--- src/rtl/vcore_vexe_input_buf_if.sv ---
// Issue/VEXE-side bundle for the vector execution input buffer.
// The master modport is the environment (issue + VEXE); the slave modport is the buffer.
interface vcore_vexe_input_buf_if #(
   parameter int unsigned DEPTH     = 4,
   parameter int unsigned PKT_W     = 64,
   parameter int unsigned OTS_CTR_W = 5
);
   localparam int unsigned CNT_W = $clog2(DEPTH) + 1;

   // Issue side
   logic             in_valid;
   logic             in_ready;
   logic [PKT_W-1:0] in_pkt;
   // VEXE side
   logic             out_valid;
   logic             out_ready;
   logic [PKT_W-1:0] out_pkt;
   // Status and control
   logic             nearfull;
   logic [CNT_W-1:0] count;
   logic             flush;
   logic             retire;
   logic [OTS_CTR_W-1:0] ots_cnt;
   logic             ots_err;

   modport master (
      output in_valid, in_pkt, out_ready, flush, retire,
      input  in_ready, out_valid, out_pkt, nearfull, count, ots_cnt, ots_err
   );

   modport slave (
      input  in_valid, in_pkt, out_ready, flush, retire,
      output in_ready, out_valid, out_pkt, nearfull, count, ots_cnt, ots_err
   );
endinterface

--- src/rtl/vcore_vexe_input_buf.sv ---
// Decoupling buffer between vcore issue and the VEXE lanes: in-order show-ahead FIFO,
// near-full throttle hint, and a dispatched-but-not-retired counter that gates dispatch.
module vcore_vexe_input_buf #(
   parameter int unsigned DEPTH          = 4,
   parameter int unsigned NEARFULL_THSHD = 2,
   parameter int unsigned PKT_W          = 64,
   parameter int unsigned OTS_CTR_W      = 5
) (
   input logic                      clk,
   input logic                      rstn,
   vcore_vexe_input_buf_if.slave    bus
);
   localparam int unsigned PTR_W = $clog2(DEPTH);
   localparam int unsigned CNT_W = PTR_W + 1;

   localparam logic [CNT_W-1:0]     CntOne   = CNT_W'(1);
   localparam logic [CNT_W-1:0]     CntFull  = CNT_W'(DEPTH);
   localparam logic [CNT_W-1:0]     CntNear  = CNT_W'(NEARFULL_THSHD);
   localparam logic [PTR_W-1:0]     PtrOne   = PTR_W'(1);
   localparam logic [OTS_CTR_W-1:0] OtsOne   = OTS_CTR_W'(1);
   localparam logic [OTS_CTR_W-1:0] OtsLimit = '1;

   logic [PKT_W-1:0]     mem_q [DEPTH];
   logic [PKT_W-1:0]     mem_d [DEPTH];
   logic [PTR_W-1:0]     rd_ptr_q, rd_ptr_d;
   logic [PTR_W-1:0]     wr_ptr_q, wr_ptr_d;
   logic [CNT_W-1:0]     count_q, count_d;
   logic [OTS_CTR_W-1:0] ots_cnt_q, ots_cnt_d;
   logic                 ots_err_q, ots_err_d;

   logic in_ready;
   logic out_valid;
   logic push;
   logic pop;

   // Handshake qualification: full blocks push even with a concurrent pop (no bypass),
   // and flush suppresses both sides for its cycle.
   always_comb begin
      in_ready  = (count_q != CntFull) && !bus.flush;
      out_valid = (count_q != '0) && (ots_cnt_q != OtsLimit) && !bus.flush;
      push      = bus.in_valid && in_ready;
      pop       = out_valid && bus.out_ready;
   end

   // Output drive: head entry shown directly from storage.
   always_comb begin
      bus.in_ready  = in_ready;
      bus.out_valid = out_valid;
      bus.out_pkt   = mem_q[rd_ptr_q];
      bus.nearfull  = count_q >= CntNear;
      bus.count     = count_q;
      bus.ots_cnt   = ots_cnt_q;
      bus.ots_err   = ots_err_q;
   end

   // Storage write on accepted push.
   always_comb begin
      mem_d = mem_q;
      if (push) begin
         mem_d[wr_ptr_q] = bus.in_pkt;
      end
   end

   // Pointer and occupancy next state; flush overrides any FIFO update.
   always_comb begin
      rd_ptr_d = rd_ptr_q;
      wr_ptr_d = wr_ptr_q;
      count_d  = count_q;
      if (bus.flush) begin
         rd_ptr_d = '0;
         wr_ptr_d = '0;
         count_d  = '0;
      end else begin
         // Power-of-two depth: pointer increment wraps DEPTH-1 -> 0 naturally.
         if (push) wr_ptr_d = wr_ptr_q + PtrOne;
         if (pop)  rd_ptr_d = rd_ptr_q + PtrOne;
         unique case ({push, pop})
            2'b10:   count_d = count_q + CntOne;
            2'b01:   count_d = count_q - CntOne;
            default: count_d = count_q;
         endcase
      end
   end

   // Outstanding tracking: dispatch increments, retire decrements; an unmatched retire at zero
   // saturates and latches the error until reset.
   always_comb begin
      ots_cnt_d = ots_cnt_q;
      ots_err_d = ots_err_q;
      unique case ({pop, bus.retire})
         2'b10: ots_cnt_d = ots_cnt_q + OtsOne;
         2'b01: begin
            if (ots_cnt_q == '0) begin
               ots_err_d = 1'b1;
            end else begin
               ots_cnt_d = ots_cnt_q - OtsOne;
            end
         end
         default: ots_cnt_d = ots_cnt_q;
      endcase
   end

   // Control state register with asynchronous reset.
   always_ff @(posedge clk or negedge rstn) begin
      if (!rstn) begin
         rd_ptr_q  <= '0;
         wr_ptr_q  <= '0;
         count_q   <= '0;
         ots_cnt_q <= '0;
         ots_err_q <= 1'b0;
      end else begin
         rd_ptr_q  <= rd_ptr_d;
         wr_ptr_q  <= wr_ptr_d;
         count_q   <= count_d;
         ots_cnt_q <= ots_cnt_d;
         ots_err_q <= ots_err_d;
      end
   end

   // Packet storage is not reset; occupancy alone defines validity.
   always_ff @(posedge clk) begin
      mem_q <= mem_d;
   end
endmodule

--- src/flat_wrapper.sv ---
// flat-port wrapper written by rule: the top's interface ports become plain ports
module vcore_vexe_input_buf_flat 
#(
   parameter int unsigned DEPTH          = 4,
   parameter int unsigned NEARFULL_THSHD = 2,
   parameter int unsigned PKT_W          = 64,
   parameter int unsigned OTS_CTR_W      = 5
)
  (clk, rstn, bus_in_valid, bus_in_pkt, bus_out_ready, bus_flush, bus_retire, bus_in_ready, bus_out_valid, bus_out_pkt, bus_nearfull, bus_count, bus_ots_cnt, bus_ots_err);
  vcore_vexe_input_buf_if #(.DEPTH(DEPTH), .PKT_W(PKT_W), .OTS_CTR_W(OTS_CTR_W)) bus_i ();
  input logic clk;
  input logic rstn;
  input wire logic [$bits(bus_i.in_valid)-1:0] bus_in_valid;
  input wire logic [$bits(bus_i.in_pkt)-1:0] bus_in_pkt;
  input wire logic [$bits(bus_i.out_ready)-1:0] bus_out_ready;
  input wire logic [$bits(bus_i.flush)-1:0] bus_flush;
  input wire logic [$bits(bus_i.retire)-1:0] bus_retire;
  output wire logic [$bits(bus_i.in_ready)-1:0] bus_in_ready;
  output wire logic [$bits(bus_i.out_valid)-1:0] bus_out_valid;
  output wire logic [$bits(bus_i.out_pkt)-1:0] bus_out_pkt;
  output wire logic [$bits(bus_i.nearfull)-1:0] bus_nearfull;
  output wire logic [$bits(bus_i.count)-1:0] bus_count;
  output wire logic [$bits(bus_i.ots_cnt)-1:0] bus_ots_cnt;
  output wire logic [$bits(bus_i.ots_err)-1:0] bus_ots_err;
  assign bus_i.in_valid = bus_in_valid;
  assign bus_i.in_pkt = bus_in_pkt;
  assign bus_i.out_ready = bus_out_ready;
  assign bus_i.flush = bus_flush;
  assign bus_i.retire = bus_retire;
  assign bus_in_ready = bus_i.in_ready;
  assign bus_out_valid = bus_i.out_valid;
  assign bus_out_pkt = bus_i.out_pkt;
  assign bus_nearfull = bus_i.nearfull;
  assign bus_count = bus_i.count;
  assign bus_ots_cnt = bus_i.ots_cnt;
  assign bus_ots_err = bus_i.ots_err;
  vcore_vexe_input_buf #(.DEPTH(DEPTH), .NEARFULL_THSHD(NEARFULL_THSHD), .PKT_W(PKT_W), .OTS_CTR_W(OTS_CTR_W)) u_core (.clk(clk), .rstn(rstn), .bus(bus_i));
endmodule
--- config.mk ---
export PLATFORM = sky130hd
export DESIGN_NAME = vcore_vexe_input_buf_flat
export DESIGN_NICKNAME = d
export VERILOG_FILES = /design/src/rtl/vcore_vexe_input_buf_if.sv /design/src/rtl/vcore_vexe_input_buf.sv /design/src/flat_wrapper.sv
export SDC_FILE = /design/constraint.sdc
export NUM_CORES = 1
export LEC_CHECK = 0
export CORE_MARGIN = 4
export CORE_UTILIZATION = 45
export CTS_BUF_LIST = sky130_fd_sc_hd__clkbuf_4 sky130_fd_sc_hd__clkbuf_8
export CTS_CLUSTER_DIAMETER = 60
export DETAILED_ROUTE_END_ITERATION = 7
export GPL_TIMING_DRIVEN = 0
export MAX_ROUTING_LAYER = met4
export PLACE_DENSITY = 0.68
export SLEW_MARGIN = 20
export SYNTH_ARGS = -nofsm -noshare
export SYNTH_HDL_FRONTEND = slang
export SYNTH_SLANG_ARGS = --single-unit
--- constraint.sdc ---
create_clock -name clk -period 3.76 [get_ports clk]
set_clock_uncertainty 0.05 [all_clocks]
set_input_delay 0.376 -clock clk [delete_from_list [all_inputs] [get_ports clk]]
set_output_delay 0.376 -clock clk [all_outputs]
set_load 0.01 [all_outputs]
; ---- Yosys cells after proc, flatten, opt, wreduce, memory -nomap -nowiden
; Cells that the tools add are included.
[totals]
input_bits = 70
mem_bits_ro = 0
mem_count = 0
mem_bits_rw = 0
output_inout_bits = 76
latchBits = 0
regBits = 269
[op_classes]
n_mul = 0
n_addsub = 6
div = 0
reduce_logical = 15
bitwise = 2
eq_ne = 7
muxes = 14
n_lt_le_gt_ge = 4
shifts = 0
[ops]
columns = cell, n
row1 = $bwmux 256, 1
row2 = $mux 64, 3
row3 = $bmux 64 s2, 1
row4 = $demux 64 s2, 1
row5 = $pmux 5 s2, 1
row6 = $mux 2, 4
row7 = $ge 3x3->1 const B, 2
row8 = $logic_and 1x1->1, 6
row9 = $not 2->3, 2
row10 = $pmux 3 s2, 1
row11 = $reduce_bool 2->1, 3
row12 = $reduce_bool 3->1, 2
row13 = $add 5x1->5 const B, 1
row14 = $logic_not 5->1, 1
row15 = $mux 5, 1
row16 = $ne 5x5->1 const B, 1
row17 = $sub 5x1->5 const B, 1
row18 = $add 2x1->2 const B, 2
row19 = $eq 2x1->1 const B, 2
row20 = $eq 2x2->1 const B, 2
row21 = $reduce_and 2->1, 2
row22 = $add 3x1->3 const B, 1
row23 = $ge 3x2->1 const B, 1
row24 = $lt 3x1->1 const B, 1
row25 = other kinds (5), 5

; ---- Logic depth before layout (Yosys ltp)
; Gate-level depths: netlist (run 1).
[logic_depth]
word_depth = 7
mapped_depth = 10

; ---- Worst setup path after synthesis (run 1)
; Ideal clock, no wire load.
[synth_timing]
path_kind = register -> register
from = register u_core.count_q[0] (netlist: u_core.bus.count[0])
to = register u_core.mem_q[0] in the netlist's numbering, enable pin
period_less_slack_ps = 3360
path_slack_ps = 400
n_path_buf = 1
stages_incl_launch_ff = 5
t_arrival_ps = 2881
required_time_ps = 3281
cell_sequence = dfrtp_1 -> nor2_1 -> a211oi_1 -> clkbuf_1 -> and2_1
[synth_between]
elab_chain_len = 3
[synth_lines]
columns = item, line
row1 = start: declaration, vcore_vexe_input_buf.sv:27  ; logic [CNT_W-1:0] count_q, count_d;
row2 = start signal: assignment, vcore_vexe_input_buf.sv:114  ; count_q <= count_d;
row3 = $ne 3x3->1, vcore_vexe_input_buf.sv:39  ; in_ready = (count_q != CntFull) && !bus.flush;
row4 = $logic_and 1x1->1, vcore_vexe_input_buf.sv:39
row5 = $logic_and 1x1->1, vcore_vexe_input_buf.sv:41  ; push = bus.in_valid && in_ready;
row6 = end signal: assignment, vcore_vexe_input_buf.sv:122  ; mem_q <= mem_d;
row7 = end: declaration, vcore_vexe_input_buf.sv:23  ; logic [PKT_W-1:0] mem_q [DEPTH];
; Every way passes these cells.
; A chain may end at the register's enable or synchronous reset.

; ---- Worst setup path after layout (run 1)
[layout_timing]
from = register u_core.rd_ptr_q[1]
to = output bus_out_pkt[58]
[layout_between]
elab_chain_len = 4
[layout_lines]
columns = item, line
row1 = start: declaration, vcore_vexe_input_buf.sv:25  ; logic [PTR_W-1:0] rd_ptr_q, rd_ptr_d;
row2 = start signal: assignment, vcore_vexe_input_buf.sv:112  ; rd_ptr_q <= rd_ptr_d;
row3 = $not 2->3 (not written as such), vcore_vexe_input_buf.sv:49  ; bus.out_pkt = mem_q[rd_ptr_q];
row4 = $bmux 64 s2, vcore_vexe_input_buf.sv:49
row5 = $mux 64 (not written as such) (2 in series), vcore_vexe_input_buf.sv:49
row6 = end: declaration, flat_wrapper.sv:20  ; output wire logic [$bits(bus_i.out_pkt)-1:0] bus_out_pkt;
; Every way passes these cells. The select of a mux whose other input is x is not followed.

==> results of run 1 <==
## routing by layer
metal	share of wire	up-vias	GRT usage	wire (um)
met5	0	-	-	0
met1	0.43	2525	0.213	8280
met2	0.50	156	0.256	9590
met4	0.013	0	0.0430	252
li1	-	2167	-	-
met3	0.057	23	0.0402	1090
## state kept, by name (all words and copies together), names as in the netlist
signal / cells
u_core.wr_ptr_q: 2
u_core.rd_ptr_q: 2
u_core.bus.ots_err: 1
u_core.mem_q: 256
u_core.bus.count: 3
u_core.bus.ots_cnt: 5
## logic make-up after synthesis
| logic type | Yosys count | synth area share |
|---|---|---|
| AOI/OAI and AO/OA | 18 | 0.0134 |
| DFF | 269 | 0.793 |
| and+or+nand+nor | 24 | 0.0144 |
| muxes | 69 | 0.149 |
| buffers and inverters | 27 | 0.0110 |
| adders and majority gates | 9 | 0.0126 |
| xor gates and xnor gates | 8 | 0.00693 |
## power groups by stage
stage	logic [W]	clock network (W)	registers [W]
2_1_floorplan	0.000850	0	0.00364
3_3_place_gp	0.00156	0	0.00364
3_5_place_dp	0.00161	0	0.00364
4_1_cts	0.00162	0.00235	0.00358
5_1_grt	0.00172	0.00251	0.00360
6_report	0.00158	0.00228	0.00358
## placed cells by master, fill, tap and decap left out, drive strengths merged, types with 3 or more instances in the layout
master,synthesis,layout
buf,11,15
mux2,3,3
edfxtp,256,256
a211oi,4,4
xnor2,6,6
a21oi,4,4
a21o,4,4
dfrtp,13,13
clkinv,0,14
clkbuf,6,63
nand2,3,3
and2,4,4
inv,10,11
ha,7,7
mux4,64,64
nor2,7,7
clkdlybuf4s50,0,144
## area by class of cell
class	instances	area share
Timing Repair Buffer	148	0.120
Clock inverter	17	0.00645
Multi-Input combinational cell	128	0.156
Buffer	17	0.00577
Clock buffer	57	0.0554
Antenna cell	1	0.000196
Sequential cell	269	0.626
Tap cell	280	0.0274
Inverter	10	0.00293
## worst max-delay path, delay by kind of cell (launching register included)
family,cells,cell delay (ns)
mux,1,0.43
buf+inv,3,1.63
flops,1,0.34
## metrics by stage
step                instance area, um^2  total power (W)
finish                            12800          0.00744
global route                      12800          0.00783
CTS                               12800          0.00755
detailed placement                12000          0.00525
global placement                  11900          0.00520
floorplan                         10100          0.00449
## worst paths after layout
| path | startpoint | end | slack, ns | cells past startpoint |
|---|---|---|---|---|
| min in group asynchronous | rstn | u_core.bus.ots_err | 0.21 | 1 |
| hold reg to reg | u_core.bus.ots_err | u_core.bus.ots_err | 0.43 | 1 |
| setup reg to reg | u_core.bus.count[0] | u_core.mem_q[210] | 0.95 | 5 |
| setup / recovery | u_core.rd_ptr_q[1] | bus_out_pkt[58] | 0.42 | 4 |
| max in group asynchronous | rstn | u_core.bus.ots_cnt[3] | 3.03 | 1 |
| hold / removal | bus_flush | u_core.rd_ptr_q[1] | 0.14 | 2 |
==> impl_results.md, run 1 <==
- Status: completed
- Number of vias per cell after detailed routing: ~5.3
- Worst Hold Class: input port to flip-flop
- Slowest CP cell: buf_1
- Number of enable flip-flop cells after synthesis: around 260
- Main flop type after synthesis: edfxtp_1
- Count of vias placed by the detailed router: 4871
- Count of routing violations after the opening detailed-route iteration: 267
- Clock slew seen by the registers of the worst setup and hold paths: 0.06 ns
- Minimum clock period after layout: around 3.3 ns
- Vias in the first global route: roughly 5400
- Number of max-cap violations: 0
- Final Max Tran Viols: 0
- GR Overflow Total: 0
- Slew at the pin with the worst max-slew slack: 0.758 ns
- Net total in the final layout: 696
- H-tree depth: 2
- Register area: approximately 8000 um^2
- Final-layout fill cell count: around 1600
- Post-Syn Instances: approximately 420
- Clk network pwr share: 0.306
- PnR worst setup slack: around 0.42 ns
- Port-buffer cells: approximately 140
- Max clock buf depth: 3
- Floorplan Core Area: ~22000 um^2
- Crit path required time: 3.33 ns
- Cells taking the most area after synthesis: edfxtp_1 (76%), mux4_2 (14%), dfrtp_1 (3.2%)
- Accumulated negative setup slack: 0 ns
- Die outline height: 158 um
- Buffer count from post-CTS setup fixing: 0
- Net Sw Frac: 0.246
- Post_cts resized: 0
- Register bit count reported by yosys: roughly 270
- Fraction of layout instances using a drive strength above 1: 0.237
- Initial antenna violation count: 1
- Sink count of the clock tree: roughly 270
- Number of failing hold endpoints at the final stage: 0
- Crit path cell chain: clkbuf_1 -> buf_1 -> mux4_2 -> clkdlybuf4s50_1
- Slew Limit Headroom: 0.495
- # IOs: between 100 and 150
- Fraction of power consumed by sequential logic: 0.481
- Post-route worst hold slack: 0.135 ns
- Total routing usage reported by global routing: 0.162
- Critical path class: flip-flop to output pin
- Setup repair after global routing missed its margin: false
- Number of warnings reported in the yosys synthesis log: 0
- Final core area utilization: 0.583
- Net Switching: between 0.0015 and 0.002 W
- Element type at the critical path end: output pin
- Period utilization: 0.888
- Pwr/cell area: 581 nW/um^2
- Detailed-route DRC error count: 0
- Total area of multi-input combinational cells: 1990 um^2
- Clock root cell: clkbuf_8
- Detail Route Antenna Nets: 0
- Leak pwr: roughly 4.2 nW
- Area share of the leading cell type in the synthesized netlist: 0.761
- Inst Count DP: between 800 and 900
- Initial core utilization: 0.460
- Signed area change from the synthesized netlist to the final layout: 26.6%
- Final wirelength: 19200 um
- Post-Synthesis Net Count: 503
- HPWL Detailed: around 12000 um
- Wire length of the first global-routing pass: around 30000 um
- Number of cell rows: 54
- Post-CTS Hold Fix Bufs: 0
- Post-Syn Area per Cell: about 24 um^2
- Maximum number of pins on one net before global-route repair: 37
- Cell area after technology mapping: roughly 10000 um^2
- TritonCTS clock tree: yes
- Die area: around 25000 um^2
- Total of endpoints with negative setup slack in the final report: 0
- Worst-case setup slack after placement: 0.650 ns
- Maximum cell stage delay along the critical path: around 0.57 ns
- Top achievable clock speed: roughly 300 MHz
- CP startpoint kind: flip-flop
- Gate power share: 0.213
- Average wire length per cell after detail routing: around 21 um
- Sequential element share of the synthesized area: 0.793
- Final GP Congestion: just under 0.8
- Internal power of the cells: 0.00561 W
- Non-filler instance count after layout: between 900 and 1000
- Worst endpoint data arrival time: slightly below 3 ns
- Skew-Pair Late Insertion Delay: ~0.51 ns
- TritonCTS Buffers: 43
- Cell taking the most area after synthesis: edfxtp_1
- Most frequent cell after synthesis: edfxtp_1
- Number of iterations in the first detailed-routing pass: 4
- Distinct cells, synth: 36
- VDD IR max: roughly 0.36 mV
- Post-synth top cells: edfxtp_1 (256), mux4_2 (64), dfrtp_1 (13), inv_1 (10), buf_2 (8)
- Share of synthesized flip-flops with an asynchronous set or reset: 0.0483
- Width of the die: ~160 um
- Crit path max fanout: 10
No activity file was read; power rests on OpenSTA's default activity.
==> run 2: changes to the inputs <==
CORE_ASPECT_RATIO = 0.8   (was not set)
RECOVER_POWER = 25   (was not set)
==> impl_results.md, run 2 (synthesis results as in run 1) <==
- Origin of the critical flop-to-flop path: u_core.bus.count[1]
- # IOs: 146 (unchanged)
- Clock root cell: clkbuf_8
- Buffer count from post-CTS setup fixing: 0 (unchanged)
- Post-CTS Hold Fix Bufs: 0 (unchanged)
- Net Sw Frac: 0.244 (-0.00258)
- Count of cells along the worst register-to-register path: 5 (unchanged)
- CP startpoint kind: flip-flop
- Minimum clock period after layout: 3.44 ns (+0.104 ns)
- Initial antenna violation count: 1 (unchanged)
- Gate power share: 0.208 (-0.005)
- Worst hold path cell count: 2 (unchanged)
- Pwr/cell area: 586 nW/um^2 (+0.75%)
- Setup repair after global routing missed its margin: false
- Period utilization: 0.916 (+0.0277)
- Detailed-route DRC error count: 0 (unchanged)
- Worst Hold Class: input port to flip-flop
- Maximum cell stage delay along the critical path: 0.59 ns (+0.02 ns)
- Fraction of power consumed by sequential logic: 0.473 (-0.008)
- Vias in the first global route: 5427 (+1.3%)
- Worst endpoint data arrival time: 3.02 ns (+0.11 ns)
- Min-Delay Startpoint: bus_flush
- Inst Count DP: 872 (+2.3%)
- Crit path required time: 3.33 ns (about the same)
- Skew-Pair Late Insertion Delay: 0.52 ns (about the same)
- Largest register FFs: 256 (unchanged)
- Slowest CP cell: mux4_2
- Kind of cell adding the most delay to the critical path: buffers and inverters
- VDD IR max: 0.396 mV (+11%)
- Number of vias per cell after detailed routing: 5.13 (-2.4%)
- Final Max Tran Viols: 0 (unchanged)
- Sink count of the clock tree: 269 (unchanged)
- Detail Route Antenna Nets: 0 (unchanged)
- Total area of multi-input combinational cells: 1990 um^2 (unchanged)
- Floorplan Core Area: 21800 um^2 (-0.72%)
- Top reg by flops: u_core.mem_q
- Max clock buf depth: 3 (unchanged)
- Top library cells by usage in the layout, fill and taps aside: edfxtp_1 (256), clkdlybuf4s50_1 (104), mux4_2 (64), clkbuf_8 (48), dlygate4sd3_1 (40)
- R2R setup slack: 0.88 ns (-0.07 ns)
- Post_cts resized: 0 (unchanged)
- Non-filler instance count after layout: 954 (+2.9%)
- Fraction of layout instances using a drive strength above 1: 0.240 (+0.00359)
- Die outline height: 142 um (-10%)
- Count of vias placed by the detailed router: 4893 (+0.45%)
- Status: completed
- HPWL Detailed: 11800 um (-0.70%)
- Commonest non-fill, non-tap cell in the layout: edfxtp_1
- Clock slew seen by the registers of the worst setup and hold paths: 0.06 ns (about the same)
- Average wire length per cell after detail routing: 20.1 um (-2.9%)
- Maximum number of pins on one net before global-route repair: 38 (+2.7%)
- Initial core utilization: 0.463 (+0.00333)
- Start point of the critical path: u_core.rd_ptr_q[0]
- Wire length of the first global-routing pass: 30300 um (+1.6%)
- Clk network pwr share: 0.318 (+0.012)
- TritonCTS Buffers: 44 (+2.3%)
- Total routing usage reported by global routing: 0.162 (-0.000293)
- Register area: 8010 um^2 (unchanged)
- Dominant cell type by count on the critical path: buf_2
- Net Switching: 0.00184 W (+0.45%)
- Signed area change from the synthesized netlist to the final layout: 27.6%
- TritonCTS clock tree: yes
- Crit path cell chain: clkbuf_1 -> buf_2 -> buf_2 -> mux4_2 -> clkdlybuf4s50_1
- Number of cell rows: 48 (-11%)
- Slew at the pin with the worst max-slew slack: 0.719 ns (-0.0385 ns)
- Number of max-cap violations: 0 (unchanged)
- Final-layout fill cell count: 1576 (-1.7%)
- GR Overflow Total: 0 (unchanged)
- Port-buffer cells: 144 (unchanged)
- Final GP Congestion: 0.799 (+1.3%)
- End of the worst register-to-register path: u_core.mem_q[222]
- Number of iterations in the first detailed-routing pass: 4 (unchanged)
- Width of the die: 176 um (+11%)
- Hold EP: u_core.rd_ptr_q[1]
- Element type at the critical path end: output pin
- Final wirelength: 19200 um (about the same)
- H-tree depth: 2 (unchanged)
- Post-route total power: 0.00755 W (+1.5%)
- Crit path max fanout: 10 (unchanged)
- Leak pwr: 4.23 nW (+1.3%)
- Total of endpoints with negative setup slack in the final report: 0 (unchanged)
- Final core area utilization: 0.591 (+0.00869)
- Die area: 24900 um^2 (about the same)
- Buffering stage count on the worst path with inverters included: 4 (+1)
- Critical path class: flip-flop to output pin
- Net total in the final layout: 697 (+0.14%)
- Slew Limit Headroom: 0.518 (+0.0228)
- Top achievable clock speed: 290 MHz (-3.0%)
- Number of failing hold endpoints at the final stage: 0 (unchanged)
- Count of routing violations after the opening detailed-route iteration: 336 (+26%)
- Internal power of the cells: 0.00571 W (+1.9%)
run 2: power by group through the flow:
stage	sequential [W]	clock (W)	combinational [W]
2_1_floorplan	0.00364	0	0.000850
3_3_place_gp	0.00364	0	0.00157
3_5_place_dp	0.00364	0	0.00161
4_1_cts	0.00358	0.00248	0.00162
5_1_grt	0.00359	0.00264	0.00171
6_report	0.00357	0.00240	0.00157
run 2: per-stage QoR:
| step | cell area, um^2 | setup TNS (ns) | hold slack, ns | setup slack (ns) |
|---|---|---|---|---|
| finish | 12900 | 0 | 0.138 | 0.317 |
| global route | 12900 | 0 | 0.140 | 0.0811 |
| CTS | 12900 | 0 | 0.107 | 0.195 |
| detailed placement | 12000 | 0 | 0.402 | 0.579 |
| global placement | 11900 | -315.83 | 0.396 | -1.26 |
| floorplan | 10100 | 0 | 0.0304 | 0.400 |
run 2: routing by layer:
layer  vias to the layer above  part of all wire  track usage
li1                       2182                 -            -
met1                      2515              0.44        0.220
met2                       167              0.48        0.249
met3                        29             0.068       0.0422
met4                         0             0.015       0.0406
met5                         -                 0            -
run 2: layout make-up:
class | instances | share of cell area
antenna | 1 | 0.000194
multi-input combinational | 128 | 0.154
buffer | 17 | 0.00573
clock buffer | 65 | 0.0611
inverter | 10 | 0.00291
sequential | 269 | 0.621
tap | 300 | 0.0291
clock inverter | 16 | 0.00534
timing repair buffer | 148 | 0.120
run 2: worst max-delay path by stage:
stage	to	slack, ns	cells after the start
global placement	u_core.mem_q[135]	-1.26	5
floorplan	u_core.mem_q[0]	0.40	4
finish	bus_out_pkt[44]	0.32	5
detailed placement	u_core.mem_q[199]	0.58	6
global route	bus_out_pkt[43]	0.08	5
CTS	bus_out_pkt[44]	0.20	5
run 2: worst register-to-register path: stages, from the launching register on:
cell and delay, ns:
dfrtp_1 0.47, nor2_1 0.09, a211oi_1 0.64, clkbuf_1 0.42
and2_4 0.57, buf_12 0.30
==> run 3: changes to the inputs <==
CORE_UTILIZATION = 56   (was 45)
PLACE_DENSITY = 0.82   (was 0.68)
==> impl_results.md, run 3 (synthesis results as in run 1) <==
- Status: completed
- Average wire length per cell after detail routing: 21.0 um (+4.6%)
- Count of routing violations after the opening detailed-route iteration: 309 (-8.0%)
- Crit path max fanout: 10 (unchanged)
- Top reg by flops: u_core.mem_q
- CP startpoint kind: flip-flop
- Width of the die: 158 um (-9.9%)
- Top library cells by usage in the layout, fill and taps aside: edfxtp_1 (256), clkdlybuf4s50_1 (104), mux4_2 (64), clkbuf_8 (43), dlygate4sd3_1 (40)
- Leak pwr: 4.17 nW (-1.2%)
- Vias in the first global route: 5361 (-1.2%)
- Count of vias placed by the detailed router: 4840 (-1.1%)
- Slew at the pin with the worst max-slew slack: 0.739 ns (+0.0198 ns)
- Clock slew seen by the registers of the worst setup and hold paths: 0.06 ns (about the same)
- Pwr/cell area: 578 nW/um^2 (-1.3%)
- Buffer count from post-CTS setup fixing: 0 (unchanged)
- Post-CTS Hold Fix Bufs: 0 (unchanged)
- Port-buffer cells: 144 (unchanged)
- Number of cell rows: 43 (-10%)
- Signed area change from the synthesized netlist to the final layout: 25.8%
- TritonCTS clock tree: yes
- Number of vias per cell after detailed routing: 5.56 (+8.5%)
- Sink count of the clock tree: 269 (unchanged)
- Worst Hold Class: input port to flip-flop
- Skew-Pair Late Insertion Delay: 0.51 ns (about the same)
- Final Max Tran Viols: 0 (unchanged)
- Count of cells along the worst register-to-register path: 10 (+5)
- Worst hold path cell count: 2 (unchanged)
- H-tree depth: 2 (unchanged)
- Die outline height: 128 um (-9.8%)
- Post_cts resized: 0 (unchanged)
- Net total in the final layout: 693 (-0.57%)
- TritonCTS Buffers: 40 (-9.1%)
- Period utilization: 0.885 (-0.0309)
- Minimum clock period after layout: 3.33 ns (-0.116 ns)
- Element type at the critical path end: output pin
- GR Overflow Total: 0 (unchanged)
- Detailed-route DRC error count: 0 (unchanged)
- Clock root cell: clkbuf_8
- Post-route worst hold slack: 0.140 ns (+0.00197 ns)
- Floorplan Core Area: 17500 um^2 (-20%)
- Setup repair after global routing missed its margin: false
- Number of max-cap violations: 0 (unchanged)
- Fraction of layout instances using a drive strength above 1: 0.232 (-0.00798)
- # IOs: 146 (unchanged)
- Min-Delay Startpoint: bus_flush
- Detail Route Antenna Nets: 0 (unchanged)
- HPWL Detailed: 11500 um (-2.0%)
- Total routing usage reported by global routing: 0.195 (+0.0338)
- Critical path class: flip-flop to output pin
- Max clock buf depth: 3 (unchanged)
- Crit path required time: 3.33 ns (about the same)
- Accumulated negative setup slack: 0 ns (unchanged)
- Top achievable clock speed: 301 MHz (+3.5%)
- Number of iterations in the first detailed-routing pass: 6 (+2)
- R2R setup slack: 0.92 ns (+0.04 ns)
- Final wirelength: 18300 um (-4.7%)
- Origin of the critical flop-to-flop path: u_core.bus.ots_cnt[3]
- Hold EP: u_core.rd_ptr_q[1]
- Final core area utilization: 0.725 (+0.133)
- Commonest non-fill, non-tap cell in the layout: edfxtp_1
- Number of failing hold endpoints at the final stage: 0 (unchanged)
- Largest register FFs: 256 (unchanged)
- Die area: 20300 um^2 (-19%)
- Wire length of the first global-routing pass: 29000 um (-4.1%)
- Slew Limit Headroom: 0.504 (-0.0133)
- Final GP Congestion: 0.818 (+2.4%)
- VDD IR max: 0.382 mV (-3.6%)
- Initial core utilization: 0.576 (+0.113)
- Post-route total power: 0.00735 W (-2.7%)
- Worst endpoint data arrival time: 2.90 ns (-0.12 ns)
- Initial antenna violation count: 4 (+3)
- Total of endpoints with negative setup slack in the final report: 0 (unchanged)
- Maximum number of pins on one net before global-route repair: 44 (+16%)
- End of the worst register-to-register path: u_core.bus.ots_cnt[4]
==> run 3: changes by cell type in the layout (fill, tap and decap cells not counted) <==
cell,previous run,this run
clkinv_2,3,1
buf_16,3,4
clkbuf_4,17,16
clkinv_1,12,8
buf_12,1,0
diode_2,1,4
clkbuf_8,48,43
==> run 3: cell type report <==
type	instances	area, um^2
Timing Repair Buffer	148	1550
Fill cell	1022	4830
Inverter	10	37.5
Tap cell	225	282
Multi-Input combinational cell	128	1990
Sequential cell	269	8010
Clock inverter	10	43.8
Clock buffer	59	712
Buffer	17	73.8
Antenna cell	4	10.0
==> run 3: power breakdown <==
group / switching [W] / total (W) / leakage (nW) / internal, W
Combinational: 0.000681 / 0.00157 / 1.28 / 0.000889
Sequential: 0.0000988 / 0.00358 / 2.49 / 0.00348
Clock: 0.000992 / 0.00220 / 0.404 / 0.00121
==> run 3: worst max-delay path, stage by stage (launching register included) <==
cell	delay, ns
dfrtp_1	0.34
clkbuf_1	0.51
buf_1	0.59
mux4_2	0.40
clkdlybuf4s50_1	0.54
==> run 3: worst max-delay path by stage <==
stage	start	end	slack [ns]	cells after the start
floorplan	u_core.bus.count[0]	u_core.mem_q[0]	0.40	4
global placement	bus_in_valid	u_core.mem_q[155]	-1.12	5
global route	u_core.rd_ptr_q[0]	bus_out_pkt[30]	0.17	5
finish	u_core.rd_ptr_q[1]	bus_out_pkt[57]	0.43	4
detailed placement	bus_in_valid	u_core.mem_q[227]	0.68	6
CTS	u_core.rd_ptr_q[1]	bus_out_pkt[57]	0.32	4
==> run 3: stage by stage <==
step | cells | area, um^2 | setup WS (ns)
5_1_grt | 870 | 12700 | 0.170
3_5_place_dp | 797 | 11900 | 0.680
2_1_floorplan | 424 | 10100 | 0.400
4_1_cts | 866 | 12700 | 0.323
6_report | 870 | 12700 | 0.433
3_3_place_gp | 793 | 11800 | -1.12
==> run 3: metal layers <==
metal | track usage | vias to the layer above | wire, um
li1 | - | 2169 | -
met1 | 0.261 | 2465 | 7720
met2 | 0.307 | 181 | 9240
met3 | 0.0476 | 25 | 1080
met4 | 0.0547 | 0 | 272
met5 | - | - | 0
